<file path="config.mk">
export PLATFORM = sky130hd
export DESIGN_NAME = rr_stream_arbiter
export DESIGN_NICKNAME = d
export VERILOG_FILES = /design/src/rtl/rr_stream_arbiter.sv
export SDC_FILE = /design/constraint.sdc
export NUM_CORES = 1
export LEC_CHECK = 0
export CORE_UTILIZATION = 42
export DETAILED_ROUTE_END_ITERATION = 16
export PLACE_DENSITY = 0.79
export SLEW_MARGIN = 20
export SYNTH_ARGS = -nofsm -noshare
export SYNTH_HDL_FRONTEND = slang
export SYNTH_SLANG_ARGS = --single-unit
</file>
<file path="constraint.sdc">
create_clock -name clock -period 4 [get_ports clock]
set_input_delay 0.8 -clock clock [delete_from_list [all_inputs] [get_ports clock]]
set_output_delay 0.8 -clock clock [all_outputs]
set_load 0.005 [all_outputs]
</file>
<file path="src/rtl/rr_stream_arbiter.sv">
// Round-robin merge of NUM_CH valid/ready streams into one registered output.
// Each grant may carry up to MAX_BURST beats before priority rotates.
module rr_stream_arbiter #(
   parameter int NUM_CH    = 8,
   parameter int DATA_W    = 8,
   parameter int MAX_BURST = 4,
   parameter int CH_W      = $clog2(NUM_CH)
) (
   input  logic                     clock,
   input  logic                     reset,
   input  logic [NUM_CH-1:0]        in_valid,
   input  logic [NUM_CH*DATA_W-1:0] in_data,
   output logic [NUM_CH-1:0]        in_ready,
   output logic                     out_valid,
   output logic [DATA_W-1:0]        out_data,
   output logic [CH_W-1:0]          out_chan,
   input  logic                     out_ready,
   output logic                     busy
);
   localparam int BC_W = $clog2(MAX_BURST + 1);

   typedef enum logic {IDLE, BURST} state_t;

   state_t            r_state;
   state_t            w_next_state;
   logic [CH_W-1:0]   r_ptr;
   logic [CH_W-1:0]   r_grant;
   logic [BC_W-1:0]   r_burst_cnt;
   logic              r_out_valid;
   logic [DATA_W-1:0] r_out_data;
   logic [CH_W-1:0]   r_out_chan;

   logic              w_load_en;
   logic              w_any;
   logic [CH_W-1:0]   w_sel;
   logic              w_accept;
   logic [CH_W-1:0]   w_acc_ch;
   logic [BC_W-1:0]   w_cnt_nxt;

   assign w_load_en = !r_out_valid || out_ready;
   assign w_cnt_nxt = r_burst_cnt + BC_W'(1);

   // Walk downward so the lowest offset from r_ptr wins.
   always_comb begin
      logic [CH_W-1:0] v_idx;
      w_any = 1'b0;
      w_sel = '0;
      v_idx = '0;
      for (int k = NUM_CH - 1; k >= 0; k--) begin
         v_idx = r_ptr + CH_W'(k);
         if (in_valid[v_idx]) begin
            w_any = 1'b1;
            w_sel = v_idx;
         end
      end
   end

   always_ff @(posedge clock) begin
      if (reset) r_state <= IDLE;
      else       r_state <= w_next_state;
   end

   always_comb begin
      w_next_state = r_state;
      case (r_state)
         IDLE: begin
            if (w_any && w_load_en && (MAX_BURST > 1)) w_next_state = BURST;
         end
         BURST: begin
            if (!in_valid[r_grant])
               w_next_state = IDLE;
            else if (w_accept && (w_cnt_nxt == BC_W'(MAX_BURST)))
               w_next_state = IDLE;
         end
         default: w_next_state = IDLE;
      endcase
   end

   always_comb begin
      in_ready = '0;
      w_acc_ch = r_grant;
      if (!reset) begin
         case (r_state)
            IDLE: begin
               w_acc_ch = w_sel;
               if (w_any && w_load_en) in_ready[w_sel] = 1'b1;
            end
            BURST: begin
               if (w_load_en && in_valid[r_grant]) in_ready[r_grant] = 1'b1;
            end
            default: ;
         endcase
      end
   end

   assign w_accept = |in_ready;

   always_ff @(posedge clock) begin
      if (reset) begin
         r_ptr       <= '0;
         r_grant     <= '0;
         r_burst_cnt <= '0;
         r_out_valid <= 1'b0;
         r_out_data  <= '0;
         r_out_chan  <= '0;
      end else begin
         if (w_accept) begin
            r_out_valid <= 1'b1;
            r_out_data  <= in_data[w_acc_ch*DATA_W +: DATA_W];
            r_out_chan  <= w_acc_ch;
            if (r_state == IDLE) begin
               r_grant     <= w_sel;
               r_ptr       <= w_sel + CH_W'(1);
               r_burst_cnt <= BC_W'(1);
            end else begin
               r_burst_cnt <= w_cnt_nxt;
            end
         end else if (out_ready) begin
            r_out_valid <= 1'b0;
         end
      end
   end

   assign out_valid = r_out_valid;
   assign out_data  = r_out_data;
   assign out_chan  = r_out_chan;
   assign busy      = (r_state == BURST) || r_out_valid;

endmodule

</file>
Yosys cells after proc, flatten, opt, wreduce, memory -nomap -nowiden
Cells that the tools add are included.

storage, ports and cells
  logic and storage cells = 93
  output and inout bits = 21
  input bits = 75
  register bits = 22

operators by class
  $add $sub $neg = 9
  shift-type cells = 1
  equality and inequality tests = 1
  reduce and logical (&&, ||, !) cells = 11
  multiplexer cells = 51
  $lt $le $gt $ge = 12
  bitwise gates (word level) = 1

operators by type and width
  cell                 number
  $shiftx 64x7->8      1
  $lt 3x4->1 const B   10
  $mux 3               11
  $bmux 1 s3           9
  $mux 1               24
  $mux 8               3
  $pmux 8 s2           1
  $add 3x3->3 const B  4
  $add 3x1->3 const B  3
  $reduce_or 8->1      1
  $add 3x2->3 const B  2
  $demux 1 s3          2
  $ge 3x1->1 const B   2
  $logic_and 1x1->1    5
  $eq 3x3->1 const B   1
  $logic_or 1x1->1     2
  $pmux 1 s2           1
  $reduce_and 2->1     1
  $reduce_bool 2->1    1
  $logic_not 1->1      1
  $not 1->1            1

Logic depth before layout (Yosys ltp)
Gate-level depths: netlist of run 1.

  depth in word-level cells = 23
  depth in mapped cells = 15
  mapped depth without buffers = 11

Least setup slack after synthesis of run 1
No wires, ideal clock.

  kind = register -> output
  from = reg r_ptr[0]
  to = out in_ready[3]
  setup slack = 0.123 ns
  buffers on the path = 2
  stages on the path, launching flop included = 13
  required time = 3.200 ns
  arrival = 3.077 ns
  cells stage by stage = dfxtp_1 buf_6 inv_2 ha_1 buf_2 mux2i_1 or3b_1 o211a_1 o311ai_1 a31oi_1 nor2_1 nor2_1 a32o_1

between the ends
  cells in the longest elaborated chain, start to end = 18
  elaborated cells on any way between the ends = 48
  classes of those cells = add/sub: 7; order compare: 2; mux: 37; reduce/logical: 2

RTL lines
  item                                                                   line  RTL
  from (decl)                                                            26    logic [CH_W-1:0] r_ptr;
  from (signal assigned)                                                 113   r_ptr <= w_sel + CH_W'(1);
  $add 3x3->3                                                            50    v_idx = r_ptr + CH_W'(k);
  $bmux 1 s3                                                             51    if (in_valid[v_idx]) begin
  $mux 1 (implied by the code)                                           51
  $mux 3 (8 in series)                                                   51
  $lt 3x4->1 (implied by the code) / $ge 3x1->1 (equally long branches)  86    if (w_any && w_load_en) in_ready[w_sel] = 1'b1;
  $logic_and 1x1->1 (implied by the code)                                86
  $mux 1 (implied by the code)                                           86
  $demux 1 s3                                                            86
  $mux 8 *                                                               86
  $pmux 8 s2 *                                                           83    case (r_state)
  $mux 8 *                                                               82    if (!reset) begin
  to (decl)                                                              13    output logic [NUM_CH-1:0] in_ready,

Mark *: on every way between the ends. The rest lies on a longest branch, timed or not. The select of a mux whose other input is x is not followed.

Worst setup path after layout of run 1
  from = in in_valid[1]
  to = out in_ready[0]

between the ends
  cells in the longest elaborated chain, start to end = 17
  elaborated cells on any way between the ends = 45
  classes of those cells = order compare: 2; mux: 40; reduce/logical: 3

RTL lines
  item                                                                   line  RTL
  from (decl)                                                            11    input logic [NUM_CH-1:0] in_valid,
  $bmux 1 s3                                                             51
  $mux 1 (implied by the code)                                           51
  $mux 3 (8 in series)                                                   51
  $lt 3x4->1 (implied by the code) / $ge 3x1->1 (equally long branches)  86
  $logic_and 1x1->1 (implied by the code)                                86
  $mux 1 (implied by the code)                                           86
  $demux 1 s3                                                            86
  $mux 8                                                                 86
  $pmux 8 s2 *                                                           83
  $mux 8 *                                                               82

Marked as above.

==> results.json, run 1 <==
{
  "n_antenna_cell": 0,
  "clock-sinks": 22,
  "timing.setup.tns_ns": -0.1902,
  "critPathKind": "in2out",
  "required_ns": 3.20,
  "grt_pass1_wl_um": 16030,
  "io_pins": 96,
  "ys.flop_type": "dfxtp_1",
  "synth.most_common_cell": "nor2_1",
  "rsz0062_at_grt": "true",
  "fin_crit_ns": 4.105,
  "ir_drop_mv": 0.5971,
  "synth.ff_latch_count": 22,
  "initial_core_util": 0.4391,
  "max_freq_ghz": 0.2436,
  "cts_root_buf": "clkbuf_8",
  "insertion_delay_ns": 0.27,
  "rows": 29,
  "first_global_vias": 3326,
  "synth.distinct_cells": 64,
  "synthToLayoutAreaGrowth_pct": 64.93,
  "yosys_warnings": 0,
  "synth_area_leaders": "dfxtp_1, mux4_2, mux2_1",
  "nNetsFinal": 565,
  "synth-edff-count": 0,
  "track_usage": 0.2790,
  "place_hpwl_um": 7447,
  "yosysTopAreaCellShare": 0.1571,
  "synth_nets": 403,
  "yosysSeqAreaShare": 0.1571,
  "gp_congestion": 0.9351,
  "ys_top_cells_by_count": "nor2_1, dfxtp_1, a21oi_1, mux2_1",
  "finalWorstSetupSlack_ns": -0.1049,
  "cts_buffer_depth": 2,
  "core_mm2": 0.006386,
  "synth_area_mm2": 0.002804,
  "setup_violations": 4,
  "path_depth": 11,
  "drc": 0,
  "antenna_found_initial": 0,
  "status": "complete, but fails checks",
  "critPathArrivalTime_ns": 3.30,
  "vias": 3395,
  "vias_per_cell": 6.041,
  "routedWlPerCell_um": 18.25,
  "grt_max_degree": 30,
  "io_buffers": 95,
  "dp_slack_ns": -0.7833,
  "async_flop_share": 0,
  "pwr_density_cell_mw_per_mm2": 793.4,
  "cts_buffers": 3,
  "clk_pin_slew_ns": 0.08,
  "max_stage_delay_ns": 0.48,
  "slew_headroom": 0.5156,
  "tightest_slew_ns": 0.7240,
  "drtPass1Iterations": 5,
  "critPathTopFamily": "compound AO/OA/AOI/OAI gates",
  "failed_checks": "setup timing",
  "hold_depth": 2,
  "drt_iter0_markers": 240,
  "cp_slowest_cell": "mux4_2",
  "synth.avg_cell_area_um2": 8.654,
  "post-route-period-util": 1.026,
  "drive_gt1_frac": 0.3876,
  "leakage_nw": 1.804,
  "worstHoldPathType": "reg2reg",
  "postSynthCellCount": 324,
  "cp_cell_sequence": "buf_2, buf_4, mux4_2, a21boi_1, o311ai_1, a31oi_2, nor2_4, buf_4, buf_4, a22o_1, dlygate4sd2_1",
  "die_h_um": 83.71,
  "yosys.area.top_type": "dfxtp_1",
  "cp-end-kind": "primary output",
  "cp.buffers_inverters": 5,
  "max_cap_viol_count": 0,
  "reg2reg_depth": 15,
  "clock_skew_ns": 0.005456,
  "ant_nets": 0,
  "htreeDepth": 1,
  "hold_violations": 0,
  "final_max_slew_viol_count": 0,
  "start_kind": "input port",
  "wirelength_um": 10260,
  "die_x_um": 83.71,
  "cts_tree": "built",
  "dieArea_mm2": 0.007007,
  "grt-ovfl-total": 0,
  "postCtsHoldBufs": 0,
  "cp_max_fo": 6,
  "worst_path_most_repeated_cell": "buf_4"
}
cell type report:
cell class	instances	area, µm²
fill	431	1762
tap	77	96.34
timing repair buffer	180	1564
inverter	8	30.03
sequential	22	442.9
multi-input combinational	271	2436
clock buffer	4	55.05
cells in the final DEF, fill, tap and decap left out, drive strengths merged, types with 5 or more instances in the layout:
| cell | Yosys | final |
|---|---|---|
| o22ai | 12 | 12 |
| clkdlybuf4s50 | 0 | 79 |
| mux2i | 15 | 15 |
| mux2 | 30 | 30 |
| nand2b | 8 | 8 |
| clkbuf | 9 | 7 |
| dfxtp | 22 | 22 |
| or2 | 7 | 7 |
| nor2b | 5 | 5 |
| a211oi | 9 | 9 |
| o31ai | 10 | 10 |
| a21oi | 19 | 19 |
| nand3b | 11 | 11 |
| nor2 | 36 | 36 |
| inv | 8 | 8 |
| nand2 | 15 | 15 |
| mux4 | 13 | 13 |
| o21ai | 11 | 11 |
| buf | 14 | 96 |
| nor3b | 5 | 5 |
where the power goes:
part           leakage [nW]  internal (mW)  switching (mW)
sequential            0.183          0.297          0.0818
combinational          1.59           1.64            1.48
clock                0.0288         0.0879          0.0746
path summary, 6_finish.rpt:
path                       start        endpoint  slack (ns)
setup / recovery     in_valid[1]     in_ready[0]       -0.10
hold / removal    r_burst_cnt[2]  r_burst_cnt[2]        0.50
setup reg to reg        r_ptr[0]     out_data[4]        0.21
hold reg to reg   r_burst_cnt[2]  r_burst_cnt[2]        0.50
kinds of logic (layout without fill, tap and decap cells):
family          Yosys count  in the layout  share of synthesized area
simple gates            105            105                     0.1955
compound gates           99             99                     0.2691
mux                      58             58                     0.2811
flops                    22             22                     0.1571
xor+xnor                  5              5                    0.02232
buf+inv                  31            192                    0.05711
fa+ha+maj                 4              4                    0.01785
flip-flops by register name (all words and copies together) (netlist names):
register and count:
out_valid 1, r_ptr 3, out_data 8, out_chan 3
r_burst_cnt 3, r_state 1, r_grant 3
what timing repair did:
item / 4_1_cts / 5_1_grt
buffers inserted: 11 / 8
setup endpoints to repair: 8 / 8
resized for setup: 76 / 41
pin swaps: 7 / 12
worst register-to-register path, stage by stage (launching register included):
cell	delay [ns]
dfxtp_2	0.36
inv_2	0.06
ha_4	0.30
buf_6	0.11
mux2i_4	0.23
or3b_4	0.42
o211a_1	0.16
o311ai_1	0.35
a31oi_2	0.21
buf_4	0.17
buf_4	0.13
o31ai_4	0.25
buf_12	0.21
mux2_1	0.35
o22ai_1	0.28
o31ai_2	0.09
per-stage QoR:
step                hold WS, ns  instance area (µm²)  cells  total power, mW    util
finish                   0.4974                 4624    562            3.669  0.7241
global route             0.5363                 4624    562            3.883  0.7241
CTS                      0.5072                 4432    555            3.323  0.6940
detailed placement       0.4833                 4249    540            2.880  0.6654
global placement         0.4697                 4249    540            2.819  0.6654
floorplan                0.4548                 2804    324            1.862       -
metal layers:
layer,GRT usage,up-vias,share of wire
met5,0,-,0
met4,0.1140,0,0.031
met3,0.03660,27,0.055
met2,0.4804,143,0.52
met1,0.3505,1658,0.39
li1,-,1567,-
Power figures use the tool's default switching activity.
==> run 2, diff against run 1 <==
--- a/config.mk
+++ b/config.mk
@@ -5,9 +5,10 @@
 export SDC_FILE = /design/constraint.sdc
 export NUM_CORES = 1
 export LEC_CHECK = 0
-export CORE_UTILIZATION = 42
+export CORE_UTILIZATION = 30
 export DETAILED_ROUTE_END_ITERATION = 16
-export PLACE_DENSITY = 0.79
+export GPL_TIMING_DRIVEN = 0
+export PLACE_DENSITY = 0.6
 export SLEW_MARGIN = 20
 export SYNTH_ARGS = -nofsm -noshare
 export SYNTH_HDL_FRONTEND = slang
==> run 2 against run 1 <==
Compared with the run above:
- the flow still finishes with violations (setup timing)
- worst hold slack lost 0.0016 ns
- global-route usage shrank 7.0 points
- via count shrank 4.8%
- non-clock buffer count shrank 8
- combinational power is essentially flat
- sequential share of layout area grew 0.099 points
- register-to-register slack lost 0.07 ns
- cell count grew 4.1%
- count of clock-buffer cells in the layout shrank 1
- total power shrank 0.63%
- critical endpoint is now in_ready[6]
- wire length grew 2.5%
- cell area shrank 0.46%
==> results.json, run 2 (synthesized netlist as in run 1, its figures left out) <==
{
  "die_x_um": 98.68,
  "slew_headroom": 0.5557,
  "drtPass1Iterations": 4,
  "initial_core_util": 0.3154,
  "io_pins": 96,
  "tightest_slew_ns": 0.6603,
  "dieArea_mm2": 0.009737,
  "htreeDepth": 1,
  "cp-end-kind": "primary output",
  "grt-ovfl-total": 0,
  "drt_iter0_markers": 237,
  "io_buffers": 95,
  "n_antenna_cell": 0,
  "failed_checks": "setup timing",
  "critPathTopFamily": "compound AO/OA/AOI/OAI gates",
  "place_area_mm2": 0.003890,
  "max_stage_delay_ns": 0.57,
  "ant_nets": 0,
  "nNetsFinal": 557,
  "routedWlPerCell_um": 17.97,
  "clk_pin_slew_ns": 0.09,
  "final_cell_mix": "clkdlybuf4s50_1, buf_4, nor2_1",
  "die_h_um": 98.68,
  "layout_commonest_cell": "clkdlybuf4s50_1",
  "gp_congestion": 0.8317,
  "cts_buffer_depth": 2,
  "setup_violations": 7,
  "max_cap_viol_count": 0,
  "cp_cell_sequence": "buf_6, clkinvlp_4, ha_4, mux4_2, a221oi_1, a31oi_2, a221oi_2, o31a_1, buf_4, and2_4, nand3b_1, a21oi_2, buf_2",
  "cts_tree": "built",
  "max_freq_ghz": 0.2473,
  "largest_reg_flops": 8,
  "cts_buffers": 3,
  "rows": 34,
  "dp_slack_ns": -1.120,
  "critPathKind": "reg2out",
  "rsz0062_at_grt": "true",
  "clock_skew_ns": 0.003021,
  "finalInstanceArea_mm2": 0.004603,
  "regToRegSetupSlack_ns": 0.14,
  "fin_crit_ns": 4.043,
  "cp.buffers_inverters": 4,
  "required_ns": 3.20,
  "place_hpwl_um": 7506,
  "ir_drop_mv": 0.3996,
  "pwr_density_cell_mw_per_mm2": 792.0,
  "cp_slowest_cell": "mux4_2",
  "drive_gt1_frac": 0.3564,
  "vias_per_cell": 5.525,
  "grt_pass1_wl_um": 16260,
  "leakage_nw": 1.739,
  "vias": 3232,
  "final_max_slew_viol_count": 0,
  "synthToLayoutAreaGrowth_pct": 64.17,
  "hold_violations": 0,
  "cts_root_buf": "clkbuf_8",
  "status": "complete, but fails checks",
  "first_global_vias": 3143,
  "post-route-period-util": 1.011,
  "critPathArrivalTime_ns": 3.24,
  "worstHoldPathType": "reg2reg",
  "finalWorstSetupSlack_ns": -0.04322,
  "clock-sinks": 22,
  "grt_max_degree": 14,
  "start_kind": "flip-flop",
  "cp_max_fo": 5,
  "drc": 0,
  "wirelength_um": 10510,
  "track_usage": 0.2095,
  "insertion_delay_ns": 0.27,
  "core_mm2": 0.008891,
  "antenna_found_initial": 0
}
-- run 2: timing repair --
item                                   4_1_cts  5_1_grt
gates resized for setup                    100       35
endpoints found under the hold margin        0        0
setup endpoints to repair                   15       13
gates cloned                                 0        0
hold buffers                                 0        0
pin swaps                                   13       19
setup buffers                               39       15
-- run 2: path summary, 6_finish.rpt --
| path | from | endpoint | cells past startpoint |
|---|---|---|---|
| max | r_ptr[1] | in_ready[6] | 13 |
| min | r_burst_cnt[1] | r_burst_cnt[1] | 2 |
| max reg2reg | r_ptr[1] | out_data[3] | 17 |
| min reg2reg | r_burst_cnt[1] | r_burst_cnt[1] | 2 |
-- run 2: layout make-up --
cell class	instances	area (µm²)
buffer	23	150.1
tap	108	135.1
clock buffer	3	41.29
sequential	22	445.4
inverter	8	38.79
multi-input combinational	271	2447
clock inverter	1	30.03
fill	816	4288
timing repair buffer	149	1315
-- run 2: tightest hold or removal path, delay by kind of cell, from the launching register on --
kind,cells,cell delay (ns)
simple gates,1,0.07
flops,1,0.34
compound gates,1,0.06
-- run 2: per-stage QoR --
step                      TNS (ns)  power [mW]  hold slack [ns]  instances    util
final                      -0.2016       3.646           0.4958        585  0.5177
after detailed placement    -10.98       2.465           0.4778        527  0.4375
after global routing       -0.9711       3.869           0.5219        585  0.5177
after CTS                  -0.2121       3.338           0.4916        570  0.5017
after global placement      -10.45       2.443           0.4687        527  0.4375
after floorplan                  0       1.862           0.4548        324       -
-- run 2: per-layer routing --
| metal | wire length [µm] | vias up | global-route usage |
|---|---|---|---|
| li1 | - | 1555 | - |
| met1 | 4678 | 1567 | 0.2991 |
| met2 | 5221 | 100 | 0.3434 |
| met3 | 532 | 10 | 0.02411 |
| met4 | 80 | 0 | 0.03674 |
| met5 | 0 | - | 0 |
-- run 2: power by group --
| group | total, mW | switching, mW | internal, mW |
|---|---|---|---|
| sequential | 0.334 | 0.0364 | 0.298 |
| combinational | 3.10 | 1.54 | 1.56 |
| clock | 0.216 | 0.0816 | 0.134 |
| total | 3.65 | 1.66 | 1.99 |
